<file path="src/rtl/rx_frame_assembler.sv">
// Assembles 19-byte quote frames (sync, addr, 16 payload bytes, XOR checksum) from a UART byte stream.
// Good frames produce a one-cycle rx_dv record; bad or stalled frames are dropped, flagged and counted.
module rx_frame_assembler #(
    parameter logic [7:0] SYNC_BYTE      = 8'hA5,
    parameter int         NUM_STOCKS     = 1,
    parameter int         TIMEOUT_CYCLES = 50000
) (
    input  logic        clk_i,
    input  logic        reset_n_i,
    input  logic [7:0]  rx_byte_i,
    input  logic        rx_byte_valid_i,
    output logic [7:0]  addr_o,
    output logic [31:0] rx_buyprice_o,
    output logic [31:0] rx_sellprice_o,
    output logic [31:0] rx_buyvol_o,
    output logic [31:0] rx_sellvol_o,
    output logic        rx_dv_o,
    output logic        frame_err_o,
    output logic [1:0]  err_cause_o,
    output logic [15:0] frame_count_o,
    output logic [15:0] err_count_o
);

    localparam int              TW           = (TIMEOUT_CYCLES > 1) ? $clog2(TIMEOUT_CYCLES) : 1;
    localparam logic [TW-1:0]   TMO_LAST     = TW'(TIMEOUT_CYCLES - 1);
    localparam logic [8:0]      NUM_STOCKS_W = 9'(NUM_STOCKS);
    localparam logic [1:0]      CAUSE_CHK    = 2'd1;
    localparam logic [1:0]      CAUSE_TMO    = 2'd2;
    localparam logic [1:0]      CAUSE_ADDR   = 2'd3;

    typedef enum logic [1:0] {HUNT, ADDR, PAYLOAD, CHK} state_t;

    state_t         state_q;
    logic [7:0]     addr_hold_q;
    logic [127:0]   payload_q;
    logic [7:0]     xor_q;
    logic [3:0]     idx_q;
    logic [TW-1:0]  tmo_q;
    logic [7:0]     addr_q;
    logic [31:0]    buyprice_q;
    logic [31:0]    sellprice_q;
    logic [31:0]    buyvol_q;
    logic [31:0]    sellvol_q;
    logic           rx_dv_q;
    logic           frame_err_q;
    logic [1:0]     err_cause_q;
    logic [15:0]    frame_count_q;
    logic [15:0]    err_count_q;

    logic [7:0]     xor_d;
    logic [15:0]    frame_count_d;
    logic [15:0]    err_count_d;
    logic           addr_in_range;

    assign xor_d         = xor_q ^ rx_byte_i;
    assign frame_count_d = (frame_count_q == 16'hFFFF) ? frame_count_q : frame_count_q + 16'd1;
    assign err_count_d   = (err_count_q == 16'hFFFF) ? err_count_q : err_count_q + 16'd1;
    assign addr_in_range = ({1'b0, addr_hold_q} < NUM_STOCKS_W);

    always_ff @(posedge clk_i) begin
        if (!reset_n_i) begin
            state_q       <= HUNT;
            addr_hold_q   <= '0;
            payload_q     <= '0;
            xor_q         <= '0;
            idx_q         <= '0;
            tmo_q         <= '0;
            addr_q        <= '0;
            buyprice_q    <= '0;
            sellprice_q   <= '0;
            buyvol_q      <= '0;
            sellvol_q     <= '0;
            rx_dv_q       <= 1'b0;
            frame_err_q   <= 1'b0;
            err_cause_q   <= '0;
            frame_count_q <= '0;
            err_count_q   <= '0;
        end else begin
            rx_dv_q     <= 1'b0;
            frame_err_q <= 1'b0;
            if (state_q == HUNT) begin
                tmo_q <= '0;
                if (rx_byte_valid_i && rx_byte_i == SYNC_BYTE) begin
                    state_q <= ADDR;
                    xor_q   <= '0;
                end
            end else if (rx_byte_valid_i) begin
                // An arriving byte always beats a timeout that would fire this same cycle.
                tmo_q <= '0;
                case (state_q)
                    ADDR: begin
                        addr_hold_q <= rx_byte_i;
                        xor_q       <= rx_byte_i;
                        idx_q       <= '0;
                        state_q     <= PAYLOAD;
                    end
                    PAYLOAD: begin
                        payload_q <= {payload_q[119:0], rx_byte_i};
                        xor_q     <= xor_d;
                        idx_q     <= idx_q + 4'd1;
                        if (idx_q == 4'd15) begin
                            state_q <= CHK;
                        end
                    end
                    CHK: begin
                        state_q <= HUNT;
                        if (rx_byte_i != xor_q) begin
                            frame_err_q <= 1'b1;
                            err_cause_q <= CAUSE_CHK;
                            err_count_q <= err_count_d;
                        end else if (!addr_in_range) begin
                            frame_err_q <= 1'b1;
                            err_cause_q <= CAUSE_ADDR;
                            err_count_q <= err_count_d;
                        end else begin
                            addr_q        <= addr_hold_q;
                            buyprice_q    <= payload_q[127:96];
                            sellprice_q   <= payload_q[95:64];
                            buyvol_q      <= payload_q[63:32];
                            sellvol_q     <= payload_q[31:0];
                            rx_dv_q       <= 1'b1;
                            frame_count_q <= frame_count_d;
                        end
                    end
                    default: state_q <= HUNT;
                endcase
            end else if (tmo_q == TMO_LAST) begin
                tmo_q       <= '0;
                state_q     <= HUNT;
                frame_err_q <= 1'b1;
                err_cause_q <= CAUSE_TMO;
                err_count_q <= err_count_d;
            end else begin
                tmo_q <= tmo_q + TW'(1);
            end
        end
    end

    assign addr_o         = addr_q;
    assign rx_buyprice_o  = buyprice_q;
    assign rx_sellprice_o = sellprice_q;
    assign rx_buyvol_o    = buyvol_q;
    assign rx_sellvol_o   = sellvol_q;
    assign rx_dv_o        = rx_dv_q;
    assign frame_err_o    = frame_err_q;
    assign err_cause_o    = err_cause_q;
    assign frame_count_o  = frame_count_q;
    assign err_count_o    = err_count_q;

endmodule

</file>
<file path="config.mk">
export PLATFORM = sky130hd
export DESIGN_NAME = rx_frame_assembler
export DESIGN_NICKNAME = d
export VERILOG_FILES = /design/src/rtl/rx_frame_assembler.sv
export SDC_FILE = /design/constraint.sdc
export NUM_CORES = 1
export LEC_CHECK = 0
export ABC_AREA = 1
export BUFFER_PORTS_ARGS = -buffer_cell sky130_fd_sc_hd__buf_2
export CAP_MARGIN = 20
export CORE_ASPECT_RATIO = 1.1
export CORE_MARGIN = 4
export CORE_UTILIZATION = 45
export DETAILED_ROUTE_END_ITERATION = 12
export PLACE_DENSITY = 0.65
export SLEW_MARGIN = 20
export SYNTH_ARGS = -nofsm -noshare
export SYNTH_HDL_FRONTEND = slang
export SYNTH_SLANG_ARGS = --single-unit
</file>
<file path="constraint.sdc">
create_clock -name clk_i -period 2.95 [get_ports clk_i]
set_input_delay 0.4425 -clock clk_i [delete_from_list [all_inputs] [get_ports clk_i]]
set_output_delay 0.4425 -clock clk_i [all_outputs]
set_load 0.05 [all_outputs]
</file>
# Yosys cells after proc, flatten, opt, wreduce, memory -nomap -nowiden
# Cells that the tools add are included.
# word_totals
register_bits,338
input_bits,11
out_inout_bits,172
elab_cells,87
# op_classes
n_addsub,4
order_cmp,1
n_eq_ne,13
mux,28
bitwise,7
reduce_logical,18
# op_table
operator,count
16-bit 2-to-1 mux,6
16-bit by 1-bit adder with 16-bit output (second input constant),3
16-bit == test (second input constant),3
8-bit 2-to-1 mux,3
2-bit 2-to-1 mux,10
8-bit one-hot mux with 2 select lines,1
3-bit AND reduction,5
8-bit == test (second input constant),1
8-bit by 1-bit < comparator with 1-bit output (second input constant),1
8-bit != test,1
4-bit one-hot mux with 2 select lines,1
8-bit bitwise XOR,1
1-bit 2-to-1 mux,6
1-bit NOT,6
6-bit AND reduction,1
2-bit nonzero test,3
3-bit nonzero test,2
5-bit AND reduction,1
5-bit OR reduction,1
4-bit by 1-bit adder with 4-bit output (second input constant),1
2-bit == test (second input constant),2
4-bit == test (second input constant),1
2-bit by 1-bit != test with 1-bit output (second input constant),2
4-bit != test (second input constant),1
8 further kinds,8

# Logic depth before layout (Yosys ltp)
# Gate-level depths: netlist of run 1.
# depth
word_depth,6
mapped_depth,12
ltp_nobuf,10

# Worst setup path before layout of run 1
# OpenSTA, ideal clock, no wires.
# synth_timing
kind,flip-flop to flip-flop
startpoint,"reg frame_count_q[0], in the netlist frame_count_o[0]"
endpoint,"reg frame_count_q[10], in the netlist frame_count_o[10]"
setup_time_ns,0.070
arrival_time_ns,2.052
required_ns,2.880
path_slack_ns,0.827
stages_incl_launch_ff,11
path_buffers,1
synth_period_minus_slack_ns,2.123
cell_sequence,dfxtp_1 -> ha_1 -> nand2_1 -> nor2_1 -> nand2_1 -> nor2_1 -> nor2_2 -> nand3_2 -> buf_2 -> nand2_1 -> a21oi_1
# synth_between
elab_chain_cells,3
elab_cells_between_ends,4
classes_between,add/sub: 1; eq/ne: 1; bitwise: 1; reduce/logical: 1
# synth_lines
element,line_no,text
"start, declared",47,logic [15:0] frame_count_q;
"start signal, assigned",122,frame_count_q <= frame_count_d;
"parallel branches: the longest is 3 deep, another holds 16-bit by 1-bit adder with 16-bit output",-,
# Several ways; the timed one is not identified.
# A chain may end at the register's enable or synchronous reset.

# Final worst setup path of run 1
# layout_timing
startpoint,reg state_q[0]
endpoint,"reg buyvol_q[27], in the netlist rx_buyvol_o[27]"
# layout_between
elab_chain_cells,3
elab_cells_between_ends,4
classes_between,eq/ne: 1; bitwise: 1; reduce/logical: 2
# layout_lines
element,line_no,text
"start, declared",33,state_t state_q;
"start signal, assigned",62,state_q <= HUNT;
"start signal, assigned",84,state_q <= ADDR;
"start signal, assigned",95,state_q <= PAYLOAD;
2-bit logical NOT,81,if (state_q == HUNT) begin
1-bit NOT (no line),-,
5-bit AND reduction (no line) (*),-,
"end signal, assigned",119,buyvol_q <= payload_q[63:32];
"end, declared",42,logic [31:0] buyvol_q;
# Mark *: on every way between the ends. The rest lies on a longest branch, timed or not.

==> flow_metrics.tcl, run 1 <==
set metrics [dict create \
    status "finished, final reports clean" \
    wl_per_cell_um 13.9 \
    coreArea_um2 28600 \
    cts_num_sinks 338 \
    grt_max_degree 151 \
    cp-end-kind "flop" \
    ant_nets 0 \
    die-area_um2 31800 \
    root_buffer "clkbuf_16" \
    clockBufferDepth 3 \
    fill_cells 2820 \
    synth_top_cell_by_area "dfxtp_1" \
    routed_wl_um 31900 \
    die_h_um 186 \
    yosysSeqAreaShare_pct 51.9 \
    die_w_um 170 \
    drv_slew 0 \
    io_pins 183 \
    avgSynthCellArea_um2 7.39 \
    overflow 0 \
    cts-htree-levels 2 \
    ys.flop_type "dfxtp_1" \
    cap_violations 0 \
    grt_setup_unrepaired "no" \
    tritoncts "done" \
    power_density_nw_per_um2 696 \
    yosysUniqueCellTypes 31 \
    drt-initial-drc-count 1027 \
    ctsResizeCount 0 \
    finalHoldViolCount 0 \
    synth_top_area_share_pct 51.9 \
    syn_to_final_growth_pct 18.7 \
    slew_headroom_pct 46.7 \
    power_leakage_nw 7.04 \
    start_util_pct 45.5 \
    timing.fmax_mhz 431 \
    final_layout_size_suffix_gt1_share_pct 14.2 \
    synth_most_common_cell "nor2_1" \
    syn-num-nets 1783 \
    synth_common_cells "nor2_1, dfxtp_1, o21ai_0" \
    irDropWorstVdd_v 0.000393 \
    io_buffer_count 182 \
    finalClockSkew_ns 0.0180 \
    route.detailed.drc 0 \
    grt_usage_pct 19.5 \
    setup_viol 0 \
    critPathKind "flop to flop" \
    synth_cells 1764 \
    placed_area_um2 14200 \
    tns_ns 0 \
    synthTopCellsByArea "dfxtp_1, nor2_1, o21ai_0, nand2_1, inv_1" \
    period_minus_slack_ns 2.32 \
    hold_buffers 0 \
    place.gp.congestion 0.880 \
    worstPathRequired_ns 3.41 \
    async_flop_share_pct 0 \
    antenna_found_initial 4 \
    synth-edff-count 0 \
    cts_setup_buffers 0 \
    cp_max_fo 43 \
    vias 11500 \
    worstSkewPairLatency_ns 0.52 \
    tightest_slew_ns 0.797 \
    first_global_vias 10700 \
    final_area_um2 15500 \
    grt_first_pass_wirelength_um 52800 \
    finalNetCount 1917 \
    hp-class "input pin to flop" \
    finalHoldWorstSlack_ns 0.235 \
    min_period_over_period_pct 78.6 \
    setup.worst_path.start_class "flop" \
    cts_made_buffers 37 \
    arrival_ns 2.77 \
    synth_area_um2 13000 \
    vias_per_cell 5.02 \
    yosysWarningCount 0 \
    dp_hpwl_um 20700 \
    drt-pass1-iter-count 8 \
    synth-seq-cells 338 \
    clk_pin_slew_ns 0.06 \
    row_count 65 \
]
==> per-layer routing <==
layer  part of all wire, %  GRT usage, %
met5                  0.11             0
met4                   2.0          4.52
met1                    47          27.5
met2                    45          31.1
met3                   5.5          3.58
==> state kept, by name (all words and copies together), names as in the netlist, 16 cells and up <==
register	flops
rx_sellvol_o	32
tmo_q	16
rx_sellprice_o	32
frame_count_o	16
rx_buyvol_o	32
rx_buyprice_o	32
err_count_o	16
payload_q	128
==> final cells by class <==
cell class                      instances  area (um^2)  share of cell area (%)
Multi-Input combinational cell       1222         5460                    35.3
Clock inverter                          8          100                   0.647
Inverter                               96          363                    2.35
Timing Repair Buffer                  203         1190                    7.68
Antenna cell                            1         2.50                  0.0162
Clock buffer                           56         1130                    7.30
Tap cell                              368          460                    2.98
Sequential cell                       338         6770                    43.7
==> power by group <==
part           internal, mW  switching [mW]
clock network          2.74            1.84
logic                 0.352           0.845
registers              4.81           0.167
==> cell families (layout without fill, tap and decap cells) <==
kind of cell    Yosys count  count (layout)  share of synthesized area (%)
xor+xnor                 21              21                           1.41
buf+inv                 204             363                           6.34
simple gates            848             848                           26.1
other cells               0               1                              0
fa+ha+maj                 8               8                          0.768
flops                   338             338                           51.9
compound gates          345             345                           13.4
==> critical path: stages, from the launching register on <==
cell	delay [ns]
dfxtp_1	0.37
inv_1	0.09
ha_1	0.32
nor2_2	0.16
nand2_1	0.13
nor3_4	0.68
buf_12	0.29
nor2_1	0.07
nor2_1	0.11
==> cells in the final DEF (no fill, tap or decap), drive strengths merged <==
cell type | synthesis | layout
nor2 | 580 | 580
dfxtp | 338 | 338
o21ai | 276 | 276
buf | 35 | 203
nand2 | 161 | 161
inv | 95 | 97
a21oi | 59 | 59
clkbuf | 73 | 56
nand3 | 53 | 53
nand4 | 42 | 42
xor2 | 15 | 15
nor3 | 9 | 9
ha | 8 | 8
o211ai | 6 | 6
xnor2 | 6 | 6
clkinv | 1 | 4
a211oi | 2 | 2
clkinvlp | 0 | 2
diode | 0 | 1
o21a | 1 | 1
or2 | 1 | 1
nor3b | 1 | 1
o31ai | 1 | 1
nor4 | 1 | 1
bufinv | 0 | 1
==> final timing paths <==
path	endpoint	slack, ns	startpoint	depth (start not counted)
setup / recovery	rx_buyvol_o[27]	0.63	state_q[0]	8
hold / removal	payload_q[6]	0.23	rx_byte_i[6]	3
setup reg to reg	rx_buyvol_o[27]	0.63	state_q[0]	8
hold reg to reg	tmo_q[0]	0.45	tmo_q[0]	1
==> per-stage QoR <==
step           util (%)  total power [mW]  std cells  worst slack (ns)
2_1_floorplan         -              5.93       1764             0.827
3_3_place_gp       49.7              6.25       2227             0.594
3_5_place_dp       49.7              6.26       2227             0.541
4_1_cts            54.0              10.9       2291             0.591
5_1_grt            54.0              11.3       2292             0.385
6_report           54.0              10.8       2292             0.632
Note: power is estimated with default switching activity, not from simulation.
==> run 2: changes to the inputs <==
Settings changed: ABC_AREA 1 to 0.
Clock period 2.95 ns to 2.4 ns, I/O delays scaled along.
==> flow_metrics.tcl, run 2 <==
set metrics [dict create \
    final_area_um2 15200 \
    placed_area_um2 14000 \
    synth_top_area_share_pct 54.1 \
    critPathKind "flop to flop" \
    worstPathRequired_ns 2.82 \
    synth-seq-cells 338 \
    grt_first_pass_wirelength_um 51100 \
    slew_headroom_pct 62.4 \
    avgSynthCellArea_um2 7.95 \
    root_buffer "clkbuf_16" \
    violations "setup timing" \
    hp-start "rx_byte_i[7]" \
    start_util_pct 46.0 \
    tritoncts "done" \
    vias 11000 \
    cts_made_buffers 35 \
    coreArea_um2 27200 \
    worstReg2RegEnd "err_count_o[11]" \
    hp-class "input pin to flop" \
    tns_ns -1.41 \
    ys.flop_type "dfxtp_1" \
    synth_most_common_cell "nand2_1" \
    crit_start "tmo_q[13]" \
    vias_per_cell 5.19 \
    place.gp.congestion 0.804 \
    irDropWorstVdd_v 0.000630 \
    ant_nets 0 \
    comb_power_share_pct 1.4 \
    min_path_cells 3 \
    finalNonFillerCells 2124 \
    synth_area_um2 12500 \
    cap_violations 0 \
    cts_num_sinks 338 \
    power_density_nw_per_um2 720 \
    finalCoreUtilization_pct 56.0 \
    finalHoldViolCount 0 \
    yosysSeqAreaShare_pct 54.1 \
    hold_buffers 0 \
    internal_power_mw 8.73 \
    synth_top_cell_by_area "dfxtp_1" \
    wl_per_cell_um 14.6 \
    power_leakage_nw 5.69 \
    drt-initial-drc-count 776 \
    io_pins 183 \
    tightest_slew_ns 0.562 \
    antennaDiodeCount 0 \
    largest_reg_flops 128 \
    routed_wl_um 31100 \
    die-area_um2 30500 \
    fill_cells 2624 \
    place_ws_ns -0.138 \
    cts-htree-levels 2 \
    seq_power_share_pct 51.2 \
    cp-end-kind "flop" \
    synth-edff-count 0 \
    r2r_start "tmo_q[13]" \
    die_h_um 183 \
    final_layout_size_suffix_gt1_share_pct 17.8 \
    synthTopCellsByArea "dfxtp_1, nand2_1, a21oi_1, clkbuf_1, xor2_1" \
    finalHoldWorstSlack_ns 0.186 \
    place_inst 2059 \
    setup_viol 12 \
    switching_power_mw 2.23 \
    multi_input_area_um2 5390 \
    antenna_found_initial 0 \
    grt_setup_unrepaired "yes" \
    regMostFlops "payload_q" \
    die_w_um 167 \
    drt-pass1-iter-count 5 \
    clk_pin_slew_ns 0.06 \
    r2r_setup_slack_ns -0.14 \
    finalNetCount 1763 \
    p_sw_share_pct 20.3 \
    synth_common_cells "nand2_1, dfxtp_1, a21oi_1" \
    final_cell_mix "nand2_1, dfxtp_1, a21oi_1, buf_2, nor2_1" \
    timing.fmax_mhz 393 \
    seq_area_um2 6770 \
    drv_slew 0 \
    final_common_cell "nand2_1" \
    row_count 63 \
    syn_to_final_growth_pct 21.6 \
    grt_usage_pct 19.5 \
    worstSkewPairLatency_ns 0.51 \
    grt_max_degree 129 \
    hold_end "payload_q[7]" \
    r2r_cells 7 \
    synth_cells 1574 \
    min_period_over_period_pct 106 \
    first_global_vias 10300 \
    async_flop_share_pct 0 \
    setup.worst_path.start_class "flop" \
    status "finished with violations" \
    yosysWarningCount 0 \
    clockBufferDepth 3 \
    syn-num-nets 1593 \
    period_minus_slack_ns 2.54 \
    overflow 0 \
    arrival_ns 2.96 \
    io_buffer_count 182 \
    yosysUniqueCellTypes 43 \
    cp_max_fo 5 \
    route.detailed.drc 0 \
    dp_hpwl_um 20300 \
    total_power_mw 11.0 \
    finalClockSkew_ns 0.0268 \
    power_frac_clock_pct 47.4 \
    worst_slack_ns -0.143 \
]
[run 2: cell count changes after synthesis, moves of 13 or more]
cell | previous run | this run
a21oi_1 | 59 | 287
and3_1 | 0 | 14
buf_2 | 24 | 0
clkbuf_1 | 70 | 104
inv_1 | 94 | 6
nand2_1 | 160 | 552
nand4_1 | 42 | 19
nor2_1 | 575 | 54
o21ai_0 | 242 | 25
o21ai_1 | 34 | 0
or3_1 | 0 | 13
[run 2: how the worst max path moves through the flow]
stage,slack [ns],endpoint
5_1_grt,-0.23,err_count_o[11]
2_1_floorplan,-0.02,err_count_o[11]
4_1_cts,-0.1,err_count_o[7]
3_5_place_dp,-0.14,err_count_o[15]
3_3_place_gp,-0.11,err_count_o[7]
6_report,-0.14,err_count_o[11]
[run 2: worst max-delay path, cell delays in order, from the launching register on]
cell and delay, ns:
dfxtp_2 0.31, or4bb_1 0.50, or4_4 0.55, o32ai_4 0.37, o21ai_4 0.13, buf_4 0.16, or3_1 0.34, a21oi_1 0.12
[run 2: cell families (layout without fill, tap and decap cells)]
logic type	after synthesis	in the layout	synth area share [%]
adders and majority gates	8	8	0.800
muxes	2	2	0.160
AOI/OAI and AO/OA	326	327	13.6
and+or+nand+nor	750	750	25.4
xor gates and xnor gates	36	36	2.52
DFF	338	338	54.1
buffers and inverters	114	306	3.48
[run 2: power groups by stage]
| stage | clock [mW] | combinational (mW) | sequential (mW) |
|---|---|---|---|
| final | 5.20 | 0.153 | 5.61 |
| after detailed placement | 0 | 0.151 | 5.73 |
| after CTS | 5.34 | 0.151 | 5.61 |
| after floorplan | 0 | 0.0900 | 5.73 |
| after global placement | 0 | 0.151 | 5.73 |
| after global routing | 5.59 | 0.166 | 5.61 |
[run 2: final cells by class]
class	instances	share of cell area, %
Multi-Input combinational cell	1123	35.4
Clock buffer	51	6.54
Clock inverter	9	0.649
Inverter	7	0.222
Timing Repair Buffer	239	9.79
Tap cell	357	2.93
Sequential cell	338	44.5
[run 2: repair_timing]
| item | 4_1_cts | 5_1_grt |
|---|---|---|
| gates cloned | 0 | 1 |
| endpoints found under the setup margin | 8 | 83 |
| pin swaps | 4 | 21 |
| setup buffers | 4 | 1 |
| resized for setup | 4 | 21 |
[run 2: routing by layer]
layer	track usage, %	wire length, um
met1	25.3	13700
met2	32.6	14700
met3	4.05	1870
met4	6.35	827
met5	0	0
==> run 3: changes to the inputs <==
Settings changed: TNS_END_PERCENT set to 5.
==> flow_metrics.tcl, run 3 (synthesis results as in run 2) <==
set metrics [dict create \
    timing.fmax_mhz 383 \
    crit_chain "or4bb_1 -> or4_4 -> o32ai_4 -> o21ai_4 -> or4_1 -> a21oi_2" \
    status "finished with violations" \
    period_minus_slack_ns 2.61 \
    clk_pin_slew_ns 0.06 \
    place.gp.congestion 0.836 \
    dp_hpwl_um 20100 \
    syn_to_final_growth_pct 22.4 \
    cp_max_fo 6 \
    worst_path_max_delay_cell "or4_4" \
    grt_setup_unrepaired "yes" \
    routed_wl_um 31000 \
    worstPathRequired_ns 2.84 \
    cpPeakStageDelay_ns 0.56 \
    final_cell_mix "nand2_1, dfxtp_1, a21oi_1, buf_2, nor2_1" \
    route.detailed.drc 0 \
    finalHoldWorstSlack_ns 0.175 \
    slew_headroom_pct 57.4 \
    drv_slew 0 \
    tns_ns -2.03 \
    die_h_um 183 \
    violations "setup timing" \
    grt_usage_pct 19.3 \
    row_count 63 \
    grt_first_pass_wirelength_um 50500 \
    vias 10900 \
    hold_buffers 0 \
    io_pins 183 \
    wl_per_cell_um 14.6 \
    power_leakage_nw 5.73 \
    arrival_ns 3.05 \
    regMostFlops "payload_q" \
    first_global_vias 10200 \
    worst_slack_ns -0.211 \
    die-area_um2 30500 \
    vias_per_cell 5.14 \
    worstSkewPairLatency_ns 0.51 \
    die_w_um 167 \
    tritoncts "done" \
    io_buffer_count 182 \
    finalHoldViolCount 0 \
    cts-htree-levels 2 \
    min_period_over_period_pct 109 \
    largest_reg_flops 128 \
    drt-pass1-iter-count 5 \
    irDropWorstVdd_v 0.000486 \
    finalNetCount 1768 \
    grt_max_degree 125 \
    hp-class "input pin to flop" \
    ant_nets 0 \
    cts_num_sinks 338 \
    cts_made_buffers 36 \
    critPathKind "flop to flop" \
    final_common_cell "nand2_1" \
    clockBufferDepth 3 \
    antenna_found_initial 0 \
    overflow 0 \
    coreArea_um2 27200 \
    cap_violations 0 \
    power_density_nw_per_um2 724 \
    antennaDiodeCount 0 \
    start_util_pct 46.0 \
    tightest_slew_ns 0.639 \
    setup_viol 13 \
    finalClockSkew_ns 0.0107 \
    cp-end-kind "flop" \
    drt-initial-drc-count 665 \
    final_layout_size_suffix_gt1_share_pct 18.0 \
    root_buffer "clkbuf_16" \
    setup.worst_path.start_class "flop" \
]
[run 3: cell count changes in the layout (fill, tap and decap cells not counted), sizes merged]
cell	previous run	this run
clkinv	6	5
bufinv	2	1
inv	8	7
buf	239	242
o21ai	27	28
[run 3: final timing paths]
| check | start | to | slack (ns) | depth (start not counted) |
|---|---|---|---|---|
| worst max-delay path | tmo_q[12] | err_count_o[13] | -0.21 | 6 |
| worst min-delay path | rx_byte_i[5] | addr_hold_q[5] | 0.18 | 3 |
| worst max register to register | tmo_q[12] | err_count_o[13] | -0.21 | 6 |
| worst min register to register | rx_buyvol_o[26] | rx_buyvol_o[26] | 0.45 | 2 |
[run 3: what timing repair did]
action / CTS / global route
setup buffers: 0 / 3
gates resized for setup: 1 / 15
gates cloned: 0 / 2
setup endpoints to repair: 8 / 14
pin swaps: 1 / 16
[run 3: area by class of cell]
type | instances | area [um^2]
Timing Repair Buffer | 242 | 1540
Tap cell | 357 | 447
Clock buffer | 51 | 1070
Sequential cell | 338 | 6770
Multi-Input combinational cell | 1124 | 5390
Clock inverter | 6 | 66.3
Inverter | 7 | 33.8
Fill cell | 2562 | 11900
[run 3: per-stage QoR]
stage / instances / setup WS, ns / util [%] / area (um^2) / power, mW
4_1_cts: 2120 / -0.138 / 56.0 / 15200 / 11.2
3_3_place_gp: 2063 / -0.121 / 51.8 / 14100 / 5.88
6_report: 2125 / -0.211 / 56.3 / 15300 / 11.1
3_5_place_dp: 2063 / -0.132 / 51.8 / 14100 / 5.88
5_1_grt: 2125 / -0.261 / 56.3 / 15300 / 11.5
2_1_floorplan: 1574 / -0.0458 / - / 12500 / 5.82
[run 3: where the power goes]
part           leakage [nW]  total (mW)  switching [mW]  internal, mW
clock                 0.562        5.34            2.15          3.19
sequential             2.72        5.61       0.0000948          5.61
combinational          2.44       0.146           0.115        0.0307
total                  5.73        11.1            2.26          8.83
[run 3: worst max-delay path, delay by kind of cell (launching register included)]
family           cells  cell delay [ns]
flip-flops           1             0.31
AND/OR/NAND/NOR      3             1.57
AO/OA/AOI/OAI        3             0.68
[run 3: routing by layer]
layer / track usage, % / vias up / wire (um)
met1: 24.9 / 5100 / 13800
met2: 33.1 / 225 / 15000
met5: 0 / - / 0
met4: 5.24 / 0 / 634
li1: - / 5554 / -
met3: 3.92 / 43 / 1530
